File: src/rtl/lane_score_engine.sv
// Rhythm-game lane scorer.
// Raw buttons are synchronised and debounced per lane. Each note row opens a
// hit window, and the scorer awards a hit or a miss for it. Hits add
// combo-weighted points to a saturating BCD score.
//
// Handshake: note_valid is a one-cycle strobe with no ready or back-pressure.
// note_lanes is sampled only in a cycle where note_valid=1. hit and miss are
// one-cycle result pulses. They appear the cycle after the deciding cycle,
// together with the updated score_bcd and combo.
module lane_score_engine #(
    parameter int LANES           = 5,
    parameter int DEBOUNCE_CYCLES = 16,
    parameter int WINDOW          = 8,
    parameter int SCORE_DIGITS    = 4
) (
    input  logic                          clk,
    input  logic                          clear,
    input  logic [LANES-1:0]              buttons,
    input  logic                          note_valid,
    input  logic [LANES-1:0]              note_lanes,
    output logic [LANES-1:0]              button_debounced,
    output logic                          hit,
    output logic                          miss,
    output logic [4*SCORE_DIGITS-1:0]     score_bcd,
    output logic [7:0]                    combo,
    output logic                          overflow,
    output logic                          dbg_state,
    output logic [$clog2(WINDOW+1)-1:0]   dbg_window
);

    localparam int CNT_W = (DEBOUNCE_CYCLES > 1) ? $clog2(DEBOUNCE_CYCLES) : 1;
    localparam int WIN_W = $clog2(WINDOW + 1);
    localparam logic [CNT_W-1:0] CNT_LAST = CNT_W'(DEBOUNCE_CYCLES - 1);
    localparam logic [WIN_W-1:0] WIN_LOAD = WIN_W'(WINDOW);
    localparam logic [4*SCORE_DIGITS-1:0] NINES = {SCORE_DIGITS{4'h9}};

    typedef enum logic {
        S_IDLE = 1'b0,
        S_WAIT = 1'b1
    } state_t;

    // ------------------------------------------------------------------
    // Input conditioning
    // ------------------------------------------------------------------
    logic [LANES-1:0] sync1_q;
    logic [LANES-1:0] sync2_q;
    logic [LANES-1:0] deb_q;
    logic [LANES-1:0] deb_prev_q;
    logic [CNT_W-1:0] stab_q [LANES];
    logic [LANES-1:0] press;

    // Two-flop synchroniser, then per-lane stability counter; a lane only
    // flips after DEBOUNCE_CYCLES consecutive cycles of disagreement.
    always_ff @(posedge clk or posedge clear) begin
        if (clear) begin
            sync1_q    <= '0;
            sync2_q    <= '0;
            deb_q      <= '0;
            deb_prev_q <= '0;
            for (int i = 0; i < LANES; i++) begin
                stab_q[i] <= '0;
            end
        end else begin
            sync1_q    <= buttons;
            sync2_q    <= sync1_q;
            deb_prev_q <= deb_q;
            for (int i = 0; i < LANES; i++) begin
                if (sync2_q[i] != deb_q[i]) begin
                    if (stab_q[i] == CNT_LAST) begin
                        deb_q[i]  <= sync2_q[i];
                        stab_q[i] <= '0;
                    end else begin
                        stab_q[i] <= stab_q[i] + CNT_W'(1);
                    end
                end else begin
                    stab_q[i] <= '0;
                end
            end
        end
    end

    // Press event: rising edge of any debounced lane.
    assign press = deb_q & ~deb_prev_q;

    // ------------------------------------------------------------------
    // Note FSM
    // ------------------------------------------------------------------
    state_t           state_q, state_d;
    logic [LANES-1:0] target_q, target_d;
    logic [WIN_W-1:0] win_q, win_d;
    logic             dec_hit;
    logic             dec_miss;

    // State, target and window registers.
    always_ff @(posedge clk or posedge clear) begin
        if (clear) begin
            state_q  <= S_IDLE;
            target_q <= '0;
            win_q    <= '0;
        end else begin
            state_q  <= state_d;
            target_q <= target_d;
            win_q    <= win_d;
        end
    end

    // Next-state and decision logic. Priority in WAIT is wrong-lane press,
    // then exact-match hit, then preemption by a new note, then timeout.
    always_comb begin
        state_d  = state_q;
        target_d = target_q;
        win_d    = win_q;
        dec_hit  = 1'b0;
        dec_miss = 1'b0;
        case (state_q)
            S_IDLE: begin
                if (note_valid && (note_lanes != '0)) begin
                    target_d = note_lanes;
                    win_d    = WIN_LOAD;
                    state_d  = S_WAIT;
                end
            end
            S_WAIT: begin
                if ((press & ~target_q) != '0) begin
                    dec_miss = 1'b1;
                    state_d  = S_IDLE;
                    target_d = '0;
                    win_d    = '0;
                end else if ((press != '0) && (deb_q == target_q)) begin
                    dec_hit  = 1'b1;
                    state_d  = S_IDLE;
                    target_d = '0;
                    win_d    = '0;
                end else if (note_valid) begin
                    dec_miss = 1'b1;
                    if (note_lanes != '0) begin
                        target_d = note_lanes;
                        win_d    = WIN_LOAD;
                    end else begin
                        state_d  = S_IDLE;
                        target_d = '0;
                        win_d    = '0;
                    end
                end else if (win_q == '0) begin
                    dec_miss = 1'b1;
                    state_d  = S_IDLE;
                    target_d = '0;
                end else begin
                    win_d = win_q - WIN_W'(1);
                end
            end
            default: begin
                state_d  = S_IDLE;
                target_d = '0;
                win_d    = '0;
            end
        endcase
    end

    // ------------------------------------------------------------------
    // Scoring
    // ------------------------------------------------------------------
    logic [4*SCORE_DIGITS-1:0] score_q;
    logic [4*SCORE_DIGITS-1:0] sum_bcd;
    logic [7:0]                combo_q;
    logic                      ovf_q;
    logic                      hit_q;
    logic                      miss_q;
    logic [2:0]                points;
    logic [4:0]                dsum;
    logic                      bcd_carry;

    // Combo-weighted points and a ripple decimal add; a carry out of the
    // top digit means the score has run past all-nines.
    always_comb begin
        points    = 3'd1;
        dsum      = '0;
        bcd_carry = 1'b0;
        sum_bcd   = '0;
        if (combo_q >= 8'd8) begin
            points = 3'd4;
        end else if (combo_q >= 8'd4) begin
            points = 3'd2;
        end
        for (int d = 0; d < SCORE_DIGITS; d++) begin
            dsum = {1'b0, score_q[4*d +: 4]} + {4'b0, bcd_carry}
                 + ((d == 0) ? {2'b0, points} : 5'd0);
            if (dsum > 5'd9) begin
                dsum      = dsum - 5'd10;
                bcd_carry = 1'b1;
            end else begin
                bcd_carry = 1'b0;
            end
            sum_bcd[4*d +: 4] = dsum[3:0];
        end
    end

    // Result pulses, score, combo and sticky overflow all update on the
    // edge that closes the deciding cycle.
    always_ff @(posedge clk or posedge clear) begin
        if (clear) begin
            hit_q   <= 1'b0;
            miss_q  <= 1'b0;
            score_q <= '0;
            combo_q <= '0;
            ovf_q   <= 1'b0;
        end else begin
            hit_q  <= dec_hit;
            miss_q <= dec_miss;
            if (dec_hit) begin
                if (bcd_carry) begin
                    score_q <= NINES;
                    ovf_q   <= 1'b1;
                end else begin
                    score_q <= sum_bcd;
                end
                if (combo_q != 8'hFF) begin
                    combo_q <= combo_q + 8'd1;
                end
            end else if (dec_miss) begin
                combo_q <= '0;
            end
        end
    end

    assign button_debounced = deb_q;
    assign hit              = hit_q;
    assign miss             = miss_q;
    assign score_bcd        = score_q;
    assign combo            = combo_q;
    assign overflow         = ovf_q;
    assign dbg_state        = state_q;
    assign dbg_window       = win_q;

endmodule

File: config.mk
export PLATFORM = sky130hd
export DESIGN_NAME = lane_score_engine
export DESIGN_NICKNAME = d
export VERILOG_FILES = /design/src/rtl/lane_score_engine.sv
export SDC_FILE = /design/constraint.sdc
export NUM_CORES = 1
export LEC_CHECK = 0
export ABC_AREA = 0
export CORE_UTILIZATION = 40
export DETAILED_ROUTE_END_ITERATION = 16
export PLACE_DENSITY = 0.7
export SLEW_MARGIN = 20
export SYNTH_ARGS = -nofsm -noshare
export SYNTH_HDL_FRONTEND = slang
export SYNTH_SLANG_ARGS = --single-unit
File: constraint.sdc
create_clock -name clk -period 7 [get_ports clk]
set_clock_uncertainty 0.15 [all_clocks]
set_input_delay 1.4 -clock clk [delete_from_list [all_inputs] [get_ports clk]]
set_output_delay 1.4 -clock clk [all_outputs]
set_load 0.05 [all_outputs]
## Yosys cells after proc, flatten, opt, wreduce, memory -nomap -nowiden

Cells that the tools add are included.

- Register bits: 77
- Output and inout port bits: 37

- Add/subtract/negate cells: 15
- Order comparisons: 6
- Equality and inequality tests: 16
- Muxes and demuxes: 53
- Bitwise gates (word level): 5
- Reduce and logical (&&, ||, !) cells: 16

Operator list:

| operator | number |
|---|---|
| two-way mux 4 bit | 20 |
| two-way mux 5 bit | 6 |
| two-way mux 8 bit | 3 |
| adder 4 x 1 -> 4 bit, second input constant | 5 |
| == test 4 bit, second input constant | 5 |
| greater-than comparator 5 x 4 -> 1 bit, second input constant | 4 |
| two-way mux 1 bit | 18 |
| AND reduction 2 bit | 9 |
| two-way mux 16 bit | 1 |
| subtractor 4 bit, second input constant | 4 |
| adder 4 x 1 -> 5 bit | 3 |
| nonzero test 5 bit | 3 |
| bitwise AND 5 bit | 2 |
| inverter 5 bit | 2 |
| one-hot mux 5 bit (2 select lines) | 1 |
| adder 8 x 1 -> 8 bit, second input constant | 1 |
| >= comparator 8 x 3 -> 1 bit, second input constant | 1 |
| >= comparator 8 x 4 -> 1 bit, second input constant | 1 |
| inequality test 8 bit, second input constant | 1 |
| one-hot mux 4 bit (2 select lines) | 1 |
| adder 4 x 3 -> 5 bit | 1 |
| == test 5 bit | 1 |
| inequality test 1 bit | 5 |
| inequality test 5 x 2 -> 1 bit, second input constant | 1 |
| 11 further kinds | 12 |

## Logic depth before layout (Yosys ltp)

Gate-level depths: netlist of run 1.

- Depth after elaboration: 16
- Gate-level depth with buffers: 30

## Worst setup path after synthesis of run 1

No wires, ideal clock.

- Path type: register to register
- Start point: register combo_q[6] (netlist: combo[6])
- End point: register score_q[10] (netlist: score_bcd[10])
- Arrival: 5.726 ns
- Required time: 6.740 ns
- Slack: 1.014 ns
- Stages on the path, launching flop included: 26
- Buffers on the path: 0
- Cell sequence: dfrtp_1 nor3_1 nand2_1 nor2_1 ha_1 inv_1 fa_1 xor2_1 a21oi_1 o22a_1 ha_1 ha_1 inv_1 a211o_1 a21oi_1 ha_1 ha_1 inv_1 a211o_1 a21oi_1 ha_1 ha_1 o22a_1 o22a_1 a21o_1 o41ai_1

- Word-level cells in the longest chain between the ends: 16
- Elaborated cells on any way between the ends: 19
- Those cells by class: 5 x add/sub; 6 x order compare; 8 x mux

RTL lines:

| what | line | source |
|---|---|---|
| start, declared | 165 | `logic [7:0] combo_q;` |
| start signal, assigned | 218 | `combo_q <= combo_q + 8'd1;` |
| >= comparator 8 x 3 -> 1 bit | 182 | `end else if (combo_q >= 8'd4) begin` |
| two-way mux 2 bit | 182 |  |
| two-way mux 3 bit * | 180 | `if (combo_q >= 8'd8) begin` |
| adder 4 x 3 -> 5 bit * | 187 | `+ ((d == 0) ? {2'b0, points} : 5'd0);` |
| greater-than comparator 5 x 4 -> 1 bit * | 188 | `if (dsum > 5'd9) begin` |
| two-way mux 1 bit * | 188 |  |
| adder 4 x 1 -> 5 bit * | 186 | `dsum = {1'b0, score_q[4*d +: 4]} + {4'b0, bcd_carry}` |
| greater-than comparator 5 x 4 -> 1 bit * | 188 |  |
| two-way mux 1 bit * | 188 |  |
| adder 4 x 1 -> 5 bit * | 186 |  |
| greater-than comparator 5 x 4 -> 1 bit | 188 |  |
| two-way mux 1 bit | 188 |  |
| adder 4 x 1 -> 5 bit | 186 |  |
| greater-than comparator 5 x 4 -> 1 bit | 188 |  |
| two-way mux 1 bit | 188 |  |
| two-way mux 16 bit * | 211 | `if (bcd_carry) begin` |
| end signal, assigned | 215 | `score_q <= sum_bcd;` |
| end, declared | 163 | `logic [4*SCORE_DIGITS-1:0] score_q;` |

Every way passes the cells marked *; elsewhere a longest branch is shown, timed or not.
A chain may end at the register's enable or synchronous reset.

## Final worst setup path of run 1

Ends and elaborated chain as after synthesis.

==> flow_metrics.tcl, run 1 <==
set metrics [dict create \
    wire_per_inst_um 13.25 \
    clock-sinks 77 \
    ctsHoldBuffers 0 \
    peakVddDrop_mv 0.2091 \
    synth-seq-area-share_pct 48.94 \
    io_buffers 49 \
    powerDensity_mw_per_mm2 225.2 \
    worst-setup-path-type "reg -> reg" \
    grt_pass1_vias 2857 \
    path_clk_slew_ps 90 \
    slew_viol_final 0 \
    max_slew_margin_pct 35.60 \
    final_cells 572 \
    initial_utilization_pct 42.02 \
    dieHeight_um 101.2 \
    r2r_cells 25 \
    cts_buffer_depth 2 \
    post_cts_buffers 0 \
    timing.final.crit_share_pct 92.09 \
    yosysTopAreaCellShare_pct 48.94 \
    cp.required_ps 7090 \
    timing.fmax_ghz 0.1551 \
    ios 50 \
    final_layout_size_suffix_gt1_share_pct 8.578 \
    cts_buffers 9 \
    grt_pass1_wl_mm 12.82 \
    synth_area_per_cell_um2 10.20 \
    grt.overflow.total 0 \
    die_area_mm2 0.01024 \
    multi_input_area_mm2 0.001894 \
    start_kind "register" \
    htreeDepth 3 \
    worstHoldPathCells 0 \
    status "complete, no violations" \
    max_cap_viol_count 0 \
    die_w_um 101.2 \
    dr.first_iter.drc_count 78 \
    syn_area_mm2 0.003938 \
    crit_path_end_kind "register" \
    place_inst 556 \
    path_common_cell "ha_1" \
    vias 2985 \
    p_leak_uw 0.002148 \
    ys_types 52 \
    routed_wl_mm 7.581 \
    hold_viol_final 0 \
    fill_cells 860 \
    holdCritPathClass "reg -> reg" \
    fp.coreArea_mm2 0.009371 \
    ys.flop_type "dfrtp_1" \
    crit_path_max_fanout 14 \
    cp.arrival_ps 6530 \
    holdWs_ps 203.0 \
    synthArstFlopShare_pct 100.0 \
    cp_top_family "compound AO/OA/AOI/OAI gates" \
    tritoncts "yes" \
    finalSetupViolCount 0 \
    place_congestion 0.8491 \
    synthCells 386 \
    setup_tns_ps 0 \
    cp_num_buf_inv 3 \
    period_minus_slack_ps 6447 \
    drtAntennaViolNets 0 \
    final_nets 473 \
    synth_top_cell_by_area "dfrtp_1" \
    utilization_pct 51.08 \
    grtUsageTotal_pct 16.03 \
    place_hpwl_mm 5.358 \
    first_pass_iters 4 \
    ys_top_cells_by_area "dfrtp_1, ha_1, xnor2_1, o21ai_0, nand2_1" \
    clk-insertion-delay-late_ps 350 \
    seq_area_mm2 0.001927 \
    max_stage_delay_ps 440 \
    path_depth 25 \
    root_buffer "clkbuf_8" \
    diodes 0 \
    vias_per_cell 5.219 \
    area_growth_pct 21.58 \
    drc 0 \
    antenna_found_initial 0 \
    critical-path-slowest-cell "dfrtp_1" \
    synth_edf_count 0 \
    rsz0062_at_grt "false" \
    synth_warnings 0 \
    grt_max_degree 78 \
    mappedNetlistNets 421 \
    worst_pin_slew_ps 966.0 \
    rows 35 \
    synth_seq_cells 77 \
]
## cells in the mapped netlist, types with 2 or more instances
cell type / number
a211o_1: 2
a21o_1: 7
a21oi_1: 18
a22o_1: 7
a31oi_1: 5
and2_1: 2
and3_1: 3
clkbuf_1: 10
dfrtp_1: 77
ha_1: 21
inv_1: 22
mux2_2: 5
nand2_1: 36
nand2b_1: 4
nand3_1: 17
nand4b_1: 4
nor2_1: 24
nor2b_1: 9
nor3_1: 8
nor3b_1: 7
o211ai_1: 2
o21a_1: 2
o21ai_0: 29
o22a_1: 3
o22ai_1: 2
o31ai_1: 3
o41ai_1: 3
or2_2: 4
xnor2_1: 22
xor2_1: 6
## registers in the layout (all words and copies together) (netlist names)
signal and flops:
target_q 5, dbg_window 4, dbg_state 1, hit 1, score_bcd 16, deb_prev_q 5, button_debounced 5, sync1_q 5
sync2_q 5, combo 8, stab_q 20, miss 1, overflow 1
## final timing paths
| path | from | slack (ps) | end |
|---|---|---|---|
| max | combo[6] | 550 | score_bcd[10] |
| min | sync1_q[2] | 200 | sync2_q[2] |
| max reg2reg | combo[6] | 550 | score_bcd[10] |
| min reg2reg | sync1_q[2] | 200 | sync2_q[2] |
| max in group asynchronous | clear | 4550 | combo[1] |
| min in group asynchronous | clear | 1520 | sync1_q[1] |
## per-layer routing
metal	vias up	share of wire (%)	GRT usage, %
met5	-	0	0
met4	0	1.7	7.246
met3	11	2.8	2.761
met2	40	47	26.48
met1	1472	48	20.71
li1	1462	-	-
## through the flow
stage	total power (uW)	cell area [um2]	setup slack [ps]
floorplan	663.7	3938	1014
global placement	723.8	4567	857.8
detailed placement	729.0	4567	533.5
CTS	1092	4780	480.1
global route	1136	4787	16.99
finish	1078	4787	553.5
## placed cells by master, fill, tap and decap left out, drive strengths merged, types with 8 or more instances in the layout
cell	count
a21oi	18
dfrtp	77
clkbuf	9
inv	26
ha	21
nor2b	9
clkdlybuf4s50	49
nor3	9
nor3b	8
o21ai	30
nand3	17
nor2	24
nand2	36
xnor2	22
## worst register-to-register path: cells and delay by family, from the launching register on
kind                       cells  cell delay [ps]
buffers and inverters          3              300
DFF                            1              440
adders and majority gates      8             2230
xor gates and xnor gates       1              270
and+or+nand+nor                3              470
AOI/OAI and AO/OA             10             2500
## cells by family after synthesis
| family | synth area share, % |
|---|---|
| DFF | 48.94 |
| and+or+nand+nor | 16.81 |
| xor gates and xnor gates | 6.228 |
| AOI/OAI and AO/OA | 15.63 |
| muxes | 2.065 |
| adders and majority gates | 7.181 |
| buffers and inverters | 3.146 |
## power by group
part           switching (uW)  internal [uW]
clock network             184            174
registers                33.2            474
logic                     128           84.2
total                     346            732
## timing repair
action / 4_1_cts / 5_1_grt
resized for setup: 0 / 1
endpoints found under the hold margin: 0 / 0
setup endpoints to repair: 0 / 2
## cell type report
| type | count | share of cell area, % |
|---|---|---|
| multi-input cells | 276 | 39.57 |
| flip-flops and latches | 77 | 40.25 |
| well taps | 129 | 3.372 |
| clock inverters | 7 | 1.856 |
| clock buffers | 9 | 2.588 |
| repair buffers | 51 | 10.56 |
| inverters | 23 | 1.803 |
Power figures use the tool's default switching activity.
==> inputs of run 2 (changes only) <==
Settings changed: CORE_UTILIZATION 40 to 45, PLACE_DENSITY 0.7 to 0.76.
Clock period 7 ns to 6.7 ns, I/O delays scaled along.
==> run 2 against run 1 <==
Largest cell class unchanged; critical endpoint is now score_bcd[6]; first-iteration DRC count up 58%; non-clock buffer count up 2; sequential share of layout area about the same; largest power group unchanged; total power up 7.7%.
==> flow_metrics.tcl, run 2 (synthesis gave the netlist of run 1 again) <==
set metrics [dict create \
    r2r-start "combo[6]" \
    tritoncts "yes" \
    root_buffer "clkbuf_8" \
    cts_buffers 9 \
    rsz0062_at_grt "false" \
    finalSetupViolCount 0 \
    wire_per_inst_um 13.89 \
    post_dp_cell_area_mm2 0.004544 \
    place_congestion 0.8228 \
    grt.overflow.total 0 \
    place_hpwl_mm 5.394 \
    timing.final.crit_share_pct 92.55 \
    fill_cells 687 \
    final_nets 475 \
    rows 33 \
    grt_max_degree 52 \
    dpl_worst_slack_ps 324.4 \
    status "complete, no violations" \
    fin_ws_ps 499.1 \
    vias 2937 \
    drtAntennaViolNets 0 \
    final_layout_size_suffix_gt1_share_pct 9.213 \
    crit_path_end_kind "register" \
    total_power_uw 1162 \
    die_area_mm2 0.009128 \
    powerDensity_mw_per_mm2 242.5 \
    hold_viol_final 0 \
    grt_pass1_wl_mm 12.81 \
    crit_start "combo[6]" \
    setup_tns_ps 0 \
    diodes 0 \
    max_cap_viol_count 0 \
    holdCritPathClass "reg -> reg" \
    htreeDepth 3 \
    area_growth_pct 21.67 \
    grt_pass1_vias 2783 \
    ios 50 \
    first_pass_iters 4 \
    final_cell_mix "dfrtp_1, clkdlybuf4s50_1, nand2_1" \
    largest_reg_flops 20 \
    slew_viol_final 0 \
    cp.arrival_ps 6300 \
    worst_pin_slew_ps 640.2 \
    routed_wl_mm 7.640 \
    ctsHoldBuffers 0 \
    fp.coreArea_mm2 0.008341 \
    clk-insertion-delay-late_ps 360 \
    die_w_um 95.54 \
    peakVddDrop_mv 0.2105 \
    max_slew_margin_pct 57.32 \
    vias_per_cell 5.340 \
    cp.required_ps 6800 \
    crit_path_max_fanout 7 \
    p_leak_uw 0.002165 \
    worst-setup-path-type "reg -> reg" \
    dr.first_iter.drc_count 123 \
    cts_buffer_depth 2 \
    hp-start "sync1_q[1]" \
    holdWs_ps 204.8 \
    design_area_mm2 0.004791 \
    drc 0 \
    period_minus_slack_ps 6201 \
    final_common_cell "dfrtp_1" \
    io_buffers 49 \
    path_clk_slew_ps 90 \
    dieHeight_um 95.54 \
    clock-sinks 77 \
    start_kind "register" \
    regMostFlops "stab_q" \
    antenna_found_initial 0 \
    timing.fmax_ghz 0.1613 \
    grtUsageTotal_pct 18.51 \
    initial_utilization_pct 47.21 \
]
==> run 2: through the flow <==
step	util, %	std cells
2_1_floorplan	-	386
3_3_place_gp	54.49	533
3_5_place_dp	54.49	533
4_1_cts	57.20	549
5_1_grt	57.44	550
6_report	57.44	550
==> run 2: worst max-delay path, stage by stage, from the launching register on <==
cell     delay, ps
dfrtp_1        440
nor3_2         220
nand2_1        100
nor2_1         110
ha_1           170
inv_1           50
fa_1           450
xor2_2         220
a21oi_1        120
o22a_1         260
ha_1           240
ha_1           390
inv_1          120
a211o_1        270
a21oi_1        200
ha_1           240
ha_1           230
inv_1          110
a211o_1        270
a21oi_1        220
ha_1           240
ha_1           250
o22a_1         200
o22a_1         280
a21o_1         190
o41ai_1        350
==> run 2: report_power, final <==
part / leakage (uW) / internal [uW] / switching, uW
sequential: 0.00102 / 495 / 34.0
combinational: 0.00103 / 91.2 / 137
clock: 0.000111 / 215 / 189
total: 0.00217 / 802 / 360
==> run 2: worst paths after layout <==
path,end,slack (ps),cells after the start
min in group asynchronous,stab_q[18],1190,2
worst min-delay path,sync2_q[1],200,0
worst max-delay path,score_bcd[6],500,25
worst max register to register,score_bcd[6],500,25
worst min register to register,sync2_q[1],200,0
max in group asynchronous,score_bcd[12],4150,3
==> run 2: per-layer routing <==
metal | global-route usage [%] | routed length (um) | part of all wire [%]
met5 | 0 | 0 | 0
met2 | 30.00 | 3669 | 48
met3 | 4.147 | 261 | 3.4
met4 | 8.333 | 155 | 2.0
met1 | 23.63 | 3554 | 47
==> run 2: area by class of cell <==
type	instances	area [um2]	area share (%)
well taps	105	131.4	2.742
clock inverters	7	102.6	2.142
flip-flops and latches	77	1927	40.22
multi-input cells	276	1899	39.64
repair buffers	53	520.5	10.86
clock buffers	9	123.9	2.586
inverters	23	86.33	1.802
==> run 2: repair_timing <==
action,CTS,global route
resized for setup,0,2
setup endpoints to repair,0,11
setup buffers,0,1
